`config.mk`:
```
export PLATFORM = sky130hd
export DESIGN_NAME = uart_game_frame_tx
export DESIGN_NICKNAME = d
export VERILOG_FILES = /design/src/rtl/uart_game_pkg.sv /design/src/rtl/uart_game_frame_tx_timer.sv /design/src/rtl/uart_game_frame_tx.sv
export SDC_FILE = /design/constraint.sdc
export NUM_CORES = 1
export LEC_CHECK = 0
export ABC_AREA = 1
export CORE_MARGIN = 1.5
export CORE_UTILIZATION = 52
export DETAILED_ROUTE_END_ITERATION = 12
export PLACE_DENSITY = 0.81
export SETUP_SLACK_MARGIN = 0.2
export SKIP_CTS_REPAIR_TIMING = 1
export SYNTH_ARGS = -nofsm -noshare
export SYNTH_HDL_FRONTEND = slang
export SYNTH_SLANG_ARGS = --single-unit
```
`constraint.sdc`:
```
create_clock -name clk -period 3.3 [get_ports clk]
set_clock_uncertainty 0.05 [all_clocks]
set_input_delay 0.495 -clock clk [delete_from_list [all_inputs] [get_ports clk]]
set_output_delay 0.495 -clock clk [all_outputs]
set_load 0.02 [all_outputs]
```
`src/rtl/uart_game_pkg.sv`:
```
// Shared definitions for the game-link frame encoder and decoder.
// Holds the frame FSM states, the default SYNC byte and the checksum helpers.
package uart_game_pkg;

  localparam int         MAX_N_BYTES  = 32;
  localparam logic [7:0] SYNC_DEFAULT = 8'hA5;

  typedef enum logic [2:0] {
    ST_IDLE    = 3'd0,
    ST_SYNC    = 3'd1,
    ST_ID      = 3'd2,
    ST_SEQ     = 3'd3,
    ST_PAYLOAD = 3'd4,
    ST_CSUM    = 3'd5
  } frame_state_t;

  function automatic logic [7:0] csum_add(input logic [7:0] acc, input logic [7:0] b);
    return acc + b;
  endfunction

  // The transmitted byte makes the sum of all non-SYNC bytes come out to zero.
  function automatic logic [7:0] csum_final(input logic [7:0] acc);
    return 8'h00 - acc;
  endfunction

endpackage

```
`src/rtl/uart_game_frame_tx_timer.sv`:
```
// Periodic refresh tick for the frame transmitter (module uart_frame_timer).
// REFRESH_CYCLES = 0 disables the timer entirely; tick is then tied low.
module uart_frame_timer #(
  parameter int REFRESH_CYCLES = 0
) (
  input  logic clk,
  input  logic rst,
  output logic tick
);

  generate
    if (REFRESH_CYCLES > 0) begin : g_timer
      localparam int            TW   = (REFRESH_CYCLES > 1) ? $clog2(REFRESH_CYCLES) : 1;
      localparam logic [TW-1:0] LAST = TW'(REFRESH_CYCLES - 1);

      logic [TW-1:0] timer_q;
      logic [TW-1:0] timer_d;

      always_comb begin
        if (timer_q == LAST) begin
          timer_d = '0;
        end else begin
          timer_d = timer_q + TW'(1'b1);
        end
      end

      always_ff @(posedge clk) begin
        if (rst) begin
          timer_q <= '0;
        end else begin
          timer_q <= timer_d;
        end
      end

      assign tick = (timer_q == LAST);
    end else begin : g_no_timer
      logic unused_s;
      assign unused_s = clk ^ rst;
      assign tick     = 1'b0;
    end
  endgenerate

endmodule

```
`src/rtl/uart_game_frame_tx.sv`:
```
// Framed game-state transmitter: SYNC, ID, [SEQ], payload, CHECKSUM into the UART TX FIFO.
// Define UART_FRAME_SEQ_EN to insert an 8-bit per-frame sequence byte after ID.
module uart_game_frame_tx
  import uart_game_pkg::*;
#(
  parameter int         N_BYTES        = 8,
  parameter logic [7:0] SYNC_BYTE      = SYNC_DEFAULT,
  parameter logic [7:0] NODE_ID        = 8'h01,
  parameter int         REFRESH_CYCLES = 0
) (
  input  logic                 clk,
  input  logic                 rst,
  input  logic                 start,
  input  logic [N_BYTES*8-1:0] payload,
  input  logic                 tx_full,
  output logic [7:0]           uart_data,
  output logic                 uart_wr,
  output logic                 busy,
  output logic                 frame_done,
  output logic [15:0]          frame_cnt
);

  localparam int               IDX_W    = (N_BYTES > 1) ? $clog2(N_BYTES) : 1;
  localparam logic [IDX_W-1:0] LAST_IDX = IDX_W'(N_BYTES - 1);

  frame_state_t         state_q, state_d, eff_state_s;
  logic [IDX_W-1:0]     idx_q, idx_d;
  logic [N_BYTES*8-1:0] shadow_q, shadow_d;
  logic [7:0]           csum_q, csum_d;
  logic                 pending_q, pending_d;
  logic [7:0]           uart_data_q, uart_data_d;
  logic                 uart_wr_q, uart_wr_d;
  logic                 busy_q, busy_d;
  logic                 frame_done_q, frame_done_d;
  logic [15:0]          frame_cnt_q, frame_cnt_d;
  logic [7:0]           payload_byte_s;
  logic                 tick_s, trigger_s;
`ifdef UART_FRAME_SEQ_EN
  logic [7:0]           seq_q, seq_d;
`endif

  uart_frame_timer #(.REFRESH_CYCLES(REFRESH_CYCLES)) u_timer (
    .clk  (clk),
    .rst  (rst),
    .tick (tick_s)
  );

  assign trigger_s = start | tick_s;

  // Outputs are registered, so each cycle decides the byte that appears on the FIFO port next cycle.
  always_comb begin
    state_d        = state_q;
    idx_d          = idx_q;
    shadow_d       = shadow_q;
    csum_d         = csum_q;
    pending_d      = pending_q;
    uart_data_d    = uart_data_q;
    uart_wr_d      = 1'b0;
    busy_d         = busy_q;
    frame_done_d   = 1'b0;
    frame_cnt_d    = frame_cnt_q;
`ifdef UART_FRAME_SEQ_EN
    seq_d          = seq_q;
`endif
    eff_state_s    = state_q;
    payload_byte_s = shadow_q[{idx_q, 3'b000} +: 8];

    if (state_q == ST_IDLE) begin
      if (trigger_s) begin
        eff_state_s = ST_SYNC;
        shadow_d    = payload;
        csum_d      = 8'h00;
        idx_d       = '0;
        busy_d      = 1'b1;
      end else begin
        busy_d      = 1'b0;
      end
    end else begin
      if (trigger_s) begin
        pending_d = 1'b1;
      end else begin
        pending_d = pending_q;
      end
    end

    if ((eff_state_s != ST_IDLE) && !tx_full) begin
      uart_wr_d = 1'b1;
      case (eff_state_s)
        ST_SYNC: begin
          uart_data_d = SYNC_BYTE;
          state_d     = ST_ID;
        end
        ST_ID: begin
          uart_data_d = NODE_ID;
          csum_d      = csum_add(csum_q, NODE_ID);
`ifdef UART_FRAME_SEQ_EN
          state_d     = ST_SEQ;
`else
          state_d     = ST_PAYLOAD;
`endif
        end
`ifdef UART_FRAME_SEQ_EN
        ST_SEQ: begin
          uart_data_d = seq_q;
          csum_d      = csum_add(csum_q, seq_q);
          state_d     = ST_PAYLOAD;
        end
`endif
        ST_PAYLOAD: begin
          uart_data_d = payload_byte_s;
          csum_d      = csum_add(csum_q, payload_byte_s);
          if (idx_q == LAST_IDX) begin
            state_d = ST_CSUM;
          end else begin
            idx_d   = idx_q + IDX_W'(1'b1);
            state_d = ST_PAYLOAD;
          end
        end
        ST_CSUM: begin
          uart_data_d  = csum_final(csum_q);
          frame_done_d = 1'b1;
          frame_cnt_d  = frame_cnt_q + 16'd1;
`ifdef UART_FRAME_SEQ_EN
          seq_d        = seq_q + 8'd1;
`endif
          // A queued request chains directly into the next SYNC with no idle gap.
          if (pending_q || trigger_s) begin
            state_d   = ST_SYNC;
            pending_d = 1'b0;
            shadow_d  = payload;
            csum_d    = 8'h00;
            idx_d     = '0;
          end else begin
            state_d   = ST_IDLE;
          end
        end
        default: begin
          uart_wr_d = 1'b0;
          state_d   = ST_IDLE;
        end
      endcase
    end else begin
      state_d = eff_state_s;
    end
  end

  always_ff @(posedge clk) begin
    if (rst) begin
      state_q      <= ST_IDLE;
      idx_q        <= '0;
      shadow_q     <= '0;
      csum_q       <= 8'h00;
      pending_q    <= 1'b0;
      uart_data_q  <= 8'h00;
      uart_wr_q    <= 1'b0;
      busy_q       <= 1'b0;
      frame_done_q <= 1'b0;
      frame_cnt_q  <= 16'h0000;
`ifdef UART_FRAME_SEQ_EN
      seq_q        <= 8'h00;
`endif
    end else begin
      state_q      <= state_d;
      idx_q        <= idx_d;
      shadow_q     <= shadow_d;
      csum_q       <= csum_d;
      pending_q    <= pending_d;
      uart_data_q  <= uart_data_d;
      uart_wr_q    <= uart_wr_d;
      busy_q       <= busy_d;
      frame_done_q <= frame_done_d;
      frame_cnt_q  <= frame_cnt_d;
`ifdef UART_FRAME_SEQ_EN
      seq_q        <= seq_d;
`endif
    end
  end

  assign uart_data  = uart_data_q;
  assign uart_wr    = uart_wr_q;
  assign busy       = busy_q;
  assign frame_done = frame_done_q;
  assign frame_cnt  = frame_cnt_q;

endmodule

```
==> run metrics, run 1 <==
worst rel slew slack=between 50 and 60%; pwr dens=446 nW/um2; GRT overflow=0; share of the synthesized area in the top cell type=41.7%; CORE AREA=around 9400 um2; portion of total power attributed to combinational logic=between 15 and 20%; top cells by count, synth=146 x sky130_fd_sc_hd__nor2_1, 112 x sky130_fd_sc_hd__o21ai_0, 106 x sky130_fd_sc_hd__dfxtp_1, 78 x sky130_fd_sc_hd__nand2_1, 58 x sky130_fd_sc_hd__inv_1; Crit path arrival time=roughly 3 ns; LEAKAGE=2.56 nW; Clock power frac=27.3%; FF-to-FF Start=idx_q[0]; die outline area=10400 um2; kind of end point of the critical path=flip-flop; DRC marker count from the first detailed-route iteration=194; worst stage delay on the critical path=0.39 ns; Cell Area, Synth=just over 5000 um2; Die Span X=between 100 and 150 um; cell taking the most area after synthesis=sky130_fd_sc_hd__dfxtp_1; count of vias placed by the detailed router=4993; mux contribution to synthesized area=0%; vias in the first global route=4677; Detailed Route WL=13100 um; depth of the most critical reg-to-reg path=18; cell count after placement=913; Async SR Flop Fraction=0%; hold path endpoint=shadow_q[23]; Worst Setup Start Kind=flip-flop; setup TNS after final layout=0 ns; switching part of the total power=30.8%; Setup-failing EPs final=0; buffer cell driving the clock tree root=sky130_fd_sc_hd__clkbuf_8; count of input and output buffers=between 90 and 100; run status=finished clean; post-route antenna net violation count=0; post-synthesis sequential area ratio=41.7%; TritonCTS clock tree=built; Placement Rows=35; Crit path required time=roughly 3.5 ns; Antenna Diode Count=0; total global-route track usage=25.9%; Synth Instances=717; net switching power of the design=0.860 mW; Avg Inst Size Synth=7.10 um2; Cell Chain, Critical Path=inv_2, a21oi_1, o21ai_0, o21ai_0, nand2_1, o21ai_0, nand2_1, ha_1, inv_1, fa_1, nand3b_1, nand2_1, nand2_1, nand2_1, a21oi_1, or2_2, nand3_1, a21oi_1; register clock-pin slew on the reported worst setup and hold paths=0.10 ns; slowest stage cell, crit path=sky130_fd_sc_hd__fa_1; Clock Sink Count=between 100 and 150; CTS max path bufs=2; number of detailed-route iterations in the first pass=5; Worst Setup Path Type=reg2reg; transition time of the tightest slew-check pin=roughly 0.64 ns; logic depth of the worst setup path including buffers=18; final RePlAce weighted congestion=between 0.9 and 1; hold depth=2; main combinational cell family by area after synthesis=simple AND/OR/NAND/NOR gates; XOR/XNOR share of the synthesized area=0.516%; initial antenna violation count=0; Post-Route Utilization=66.8%; adder and majority cell fraction of the synthesized area=just over 3%; Flop pwr share=52.8%; highest clock frequency the design can meet=353 MHz; effective utilization at floorplan=a little over half; global-route wire length before repair=21200 um; cts bufs inserted=9; syn nets=approximately 800; number of distinct standard cells referenced by the synthesized netlist=39; startpoint of the worst hold path=shadow_q[23]; number of nets in the layout=875; maximum number of pins on one net before global-route repair=78; top_reg_cell synth=sky130_fd_sc_hd__dfxtp_1; Max Transition Viols Final=0; fin cells=929; source-to-sink clock delay at the later pin of the worst-skew pair=0.37 ns; layout filler cell count=861; most area-consuming cells after synthesis=sky130_fd_sc_hd__dfxtp_1 42%, sky130_fd_sc_hd__o21ai_0 11%, sky130_fd_sc_hd__nor2_1 11%; via density per instance=5.37; Critical R2R Capture=csum_q[6]; category of cells accounting for the largest share of critical-path delay=simple AND/OR/NAND/NOR gates; worst vdd ir=0.304 mV; Bufs and invs on worst path=2; most instantiated library cell after synthesis=sky130_fd_sc_hd__nor2_1; max-cap violation count=0; unrepaired setup endpoints after global routing=false; fraction of the mapped netlist area in compound gates=20.8%; portion of the clock cycle consumed by the worst path in the final layout=a little under nine tenths; setup slack of the most critical reg-to-reg path=0.47 ns; overall power of the completed layout=between 2 and 3 mW; class of the worst hold path=reg2reg; simple logic cell fraction of the synthesized area=between 20% and 30%; post-detailed-placement half-perimeter wirelength=around 9700 um; CP most frequent cell=sky130_fd_sc_hd__nand2_1; vertical die dimension=102 um; number of hold violations in the final report=0; Worst Path Max Fanout=19; Syn. warnings=0; H-tree depth=3; DRC violations left=0; area growth from synthesis to final layout=23.0%; count of pins on the block boundary=95; number of enable-type register cells in the synthesized netlist=0; shortest clock period the worst path allows after layout=about 2.8 ns; Internal Dissipation=between 1.5 and 2 mW; Avg WL per Cell=14.1 um; share of layout cells above drive strength 1=7.00%; #FFs+latches synth=106
-- power groups by stage --
stage                     clock (mW)  sequential [mW]  combinational, mW
after global routing           0.824             1.48              0.626
after floorplan                    0             1.49              0.357
after CTS                      0.774             1.47              0.556
after global placement             0             1.50              0.537
after detailed placement           0             1.50              0.552
final                          0.761             1.47              0.555
-- state kept, by name (all words and copies together) (netlist names) --
signal / cells
state_q: 3
csum_q: 8
uart_wr: 1
pending_q: 1
uart_data: 8
busy: 1
idx_q: 3
frame_done: 1
frame_cnt: 16
shadow_q: 64
-- cell families after synthesis --
logic type	Yosys count
xor gates and xnor gates	3
AOI/OAI and AO/OA	199
buffers and inverters	102
DFF	106
and+or+nand+nor	295
adders and majority gates	12
-- layout by cell type, fill, tap and decap left out, types with 2 or more instances in the layout --
master                            count
sky130_fd_sc_hd__nand2_4              3
sky130_fd_sc_hd__a21oi_1             56
sky130_fd_sc_hd__o221ai_1             5
sky130_fd_sc_hd__a21oi_2              2
sky130_fd_sc_hd__inv_6                2
sky130_fd_sc_hd__ha_1                11
sky130_fd_sc_hd__clkbuf_8            10
sky130_fd_sc_hd__o21ai_1              4
sky130_fd_sc_hd__nor2_1             146
sky130_fd_sc_hd__inv_2                4
sky130_fd_sc_hd__buf_4                8
sky130_fd_sc_hd__xnor2_1              2
sky130_fd_sc_hd__nor2_4               3
sky130_fd_sc_hd__a31oi_1              8
sky130_fd_sc_hd__clkinv_4             2
sky130_fd_sc_hd__or2_2                9
sky130_fd_sc_hd__nand3_1             33
sky130_fd_sc_hd__inv_4                3
sky130_fd_sc_hd__a22oi_1              2
sky130_fd_sc_hd__nor3_1              10
sky130_fd_sc_hd__o22ai_1              2
sky130_fd_sc_hd__o211ai_1             7
sky130_fd_sc_hd__nand2_2              3
sky130_fd_sc_hd__clkdlybuf4s50_1     94
sky130_fd_sc_hd__dfxtp_1            106
sky130_fd_sc_hd__nand2_1             78
sky130_fd_sc_hd__clkinv_2             3
sky130_fd_sc_hd__o21ai_0            112
sky130_fd_sc_hd__inv_1               57
sky130_fd_sc_hd__nand4_1              3
sky130_fd_sc_hd__nand3b_1             2
-- final cells by class --
type | count | area, um2 | area share, %
multi-input combinational | 509 | 2520 | 40.4
tap | 129 | 161 | 2.58
inverter | 67 | 262 | 4.18
clock inverter | 6 | 47.5 | 0.760
timing repair buffer | 102 | 1000 | 16.0
clock buffer | 10 | 138 | 2.20
sequential | 106 | 2120 | 33.9
-- how the worst max path moves through the flow --
stage                            to  startpoint  slack, ns
after floorplan           csum_q[6]    idx_q[0]       0.72
after global placement    csum_q[6]    idx_q[0]       0.64
after global routing      csum_q[6]    idx_q[0]       0.21
after detailed placement  csum_q[6]    idx_q[0]       0.51
final                     csum_q[6]    idx_q[0]       0.47
after CTS                 csum_q[6]    idx_q[0]       0.47
-- worst register-to-register path, cell delays in order (launching register included) --
cell                       delay [ns]
sky130_fd_sc_hd__dfxtp_1         0.35
sky130_fd_sc_hd__inv_2           0.23
sky130_fd_sc_hd__a21oi_1         0.11
sky130_fd_sc_hd__o21ai_0         0.08
sky130_fd_sc_hd__o21ai_0         0.10
sky130_fd_sc_hd__nand2_1         0.07
sky130_fd_sc_hd__o21ai_0         0.16
sky130_fd_sc_hd__nand2_1         0.10
sky130_fd_sc_hd__ha_1            0.17
sky130_fd_sc_hd__inv_1           0.06
sky130_fd_sc_hd__fa_1            0.39
sky130_fd_sc_hd__nand3b_1        0.17
sky130_fd_sc_hd__nand2_1         0.09
sky130_fd_sc_hd__nand2_1         0.07
sky130_fd_sc_hd__nand2_1         0.06
sky130_fd_sc_hd__a21oi_1         0.06
sky130_fd_sc_hd__or2_2           0.27
sky130_fd_sc_hd__nand3_1         0.07
sky130_fd_sc_hd__a21oi_1         0.06
-- per-stage QoR --
step	instance area (um2)	hold slack, ns	worst slack, ns
after floorplan	5090	0.375	0.715
after global placement	6070	0.400	0.637
after detailed placement	6070	0.399	0.505
after CTS	6260	0.414	0.474
after global routing	6260	0.447	0.214
final	6260	0.415	0.469
-- layer usage --
layer | global-route usage, % | part of all wire, % | routed length, um
met5 | 0 | 0 | 0
met4 | 8.75 | 1.5 | 198
met3 | 4.72 | 5.8 | 752
met2 | 45.0 | 49 | 6350
met1 | 32.4 | 44 | 5750
Power figures use the tool's default switching activity.
==> run 2, diff against run 1 <==
- CAP_MARGIN: not set -> 0
- GPL_TIMING_DRIVEN: not set -> 0
- clock period: 3.3 -> 2.65 ns (I/O delays scaled with it)
==> run metrics, run 2 (same netlist as run 1, synthesis figures left out) <==
maximum number of pins on one net before global-route repair=20; dpl cell area=6200 um2; Max Transition Viols Final=0; met2 WL=a little over 7000 um; WL met1=6230 um; source-to-sink clock delay at the later pin of the worst-skew pair=~0.37 ns; CORE AREA=9370 um2; cts bufs inserted=9; register clock-pin slew on the reported worst setup and hold paths=between 0.1 and 0.15 ns; Crit path required time=2.85 ns; vias in the first global route=4860; Worst Path Max Fanout=9; count of input and output buffers=93; worst vdd ir=0.284 mV; die outline area=10400 um2; startpoint of the worst setup timing path=idx_q[0]; post-layout instance area=6680 um2; pwr dens=553 nW/um2; Worst Setup Start Kind=flip-flop; cell count after placement=939; Avg WL per Cell=approximately 15 um; highest clock frequency the design can meet=371 MHz; portion of the clock cycle consumed by the worst path in the final layout=102%; LEAKAGE=2.73 nW; Largest Register=shadow_q; setup TNS after final layout=-0.0482 ns; vertical die dimension=102 um; Crit path arrival time=2.90 ns; DRC violations left=0; Placement Rows=35; GRT overflow=0; effective utilization at floorplan=54.3%; number of detailed-route iterations in the first pass=5; worst rel slew slack=58.4%; via density per instance=5.51; post-route antenna net violation count=0; startpoint of the worst hold path=shadow_q[31]; shortest clock period the worst path allows after layout=2.70 ns; commonest cells after routing, fill and taps aside=145 x sky130_fd_sc_hd__nor2_1, 106 x sky130_fd_sc_hd__o21ai_0, 104 x sky130_fd_sc_hd__dfxtp_1; topmost layer with routed signal wires=met4; Clock Sink Count=106; Setup-failing EPs final=1; class of the worst hold path=reg2reg; unrepaired setup endpoints after global routing=true; amount of wire on met3 after detailed routing=994 um; TritonCTS clock tree=built; number of hold violations in the final report=0; final RePlAce weighted congestion=around 1; post-detailed-placement half-perimeter wirelength=10800 um; count of pins on the block boundary=between 90 and 100; sequential cell area=2130 um2; kind of end point of the critical path=flip-flop; H-tree depth=3; Detailed Route WL=14800 um; area taken by multi-input logic gates=around 2600 um2; layout filler cell count=820; number of flip-flops under the largest register name=between 60 and 70; buffer cell driving the clock tree root=sky130_fd_sc_hd__clkbuf_8; run status=finished with violations; count of vias placed by the detailed router=about 5300; fin cells=968; violations in the final reports=setup timing; max-cap violation count=0; initial antenna violation count=0; share of layout cells above drive strength 1=13.6%; Worst Setup Path Type=reg2reg; area growth from synthesis to final layout=31.4%; Antenna Diode Count=0; FF-to-FF Start=idx_q[0]; number of nets in the layout=slightly above 900; global-route wire length before repair=22900 um; transition time of the tightest slew-check pin=0.625 ns; CTS max path bufs=2; DRC marker count from the first detailed-route iteration=398; Final WS setup=-0.0482 ns; total global-route track usage=roughly 28%; most frequent standard cell in the layout excluding fill and tap cells=sky130_fd_sc_hd__nor2_1; dpl ws=-0.346 ns; Die Span X=102 um
run 2: cell count changes in the layout (fill, tap and decap cells not counted), sizes merged:
cell,previous run,this run
buf,8,34
clkbuf,10,23
bufinv,0,1
clkdlybuf4s50,94,93
clkinv,6,5
clkinvlp,1,2
run 2: layout make-up:
type                       instances  share of cell area (%)
clock inverter                     7                    1.25
inverter                          67                    4.14
sequential                       106                    31.8
multi-input combinational        509                    39.5
timing repair buffer             106                    15.4
clock buffer                       9                    1.85
tap                              129                    2.41
buffer                            35                    3.61
run 2: path summary, 6_finish.rpt:
check                                     to  slack [ns]  cells after the start
worst max register to register     csum_q[6]       -0.05                     17
worst min register to register  shadow_q[31]        0.42                      2
worst max-delay path               csum_q[6]       -0.05                     17
worst min-delay path            shadow_q[31]        0.42                      2
run 2: routing by layer:
metal	global-route usage (%)	up-vias
met5	0	-
met4	10.6	0
met3	4.04	29
met2	48.5	233
met1	35.7	2462
li1	-	2608
run 2: where the power goes:
group	internal, mW	switching, mW	leakage, nW
combinational	0.332	0.465	1.75
sequential	1.75	0.0848	0.871
clock	0.456	0.612	0.108
total	2.54	1.16	2.73
run 2: per-stage QoR:
| step | util, % | hold slack (ns) | power, mW |
|---|---|---|---|
| global placement | 66.1 | 0.396 | 2.58 |
| global route | 71.3 | 0.427 | 3.84 |
| finish | 71.3 | 0.421 | 3.70 |
| CTS | 68.3 | 0.418 | 3.64 |
| detailed placement | 66.1 | 0.402 | 2.60 |
| floorplan | - | 0.375 | 2.30 |
run 2: worst max-delay path, stage by stage (launching register included):
cell	delay (ns)
sky130_fd_sc_hd__dfxtp_4	0.40
sky130_fd_sc_hd__inv_6	0.10
sky130_fd_sc_hd__buf_8	0.14
sky130_fd_sc_hd__nand2_1	0.07
sky130_fd_sc_hd__a22oi_2	0.23
sky130_fd_sc_hd__o21ai_2	0.11
sky130_fd_sc_hd__nand2_1	0.08
sky130_fd_sc_hd__ha_2	0.20
sky130_fd_sc_hd__inv_2	0.04
sky130_fd_sc_hd__fa_2	0.36
sky130_fd_sc_hd__nand3b_1	0.19
sky130_fd_sc_hd__nand2_2	0.09
sky130_fd_sc_hd__nand2_2	0.06
sky130_fd_sc_hd__nand2_2	0.06
sky130_fd_sc_hd__a21oi_2	0.05
sky130_fd_sc_hd__or2_4	0.23
sky130_fd_sc_hd__nand3_2	0.06
sky130_fd_sc_hd__a21oi_1	0.05
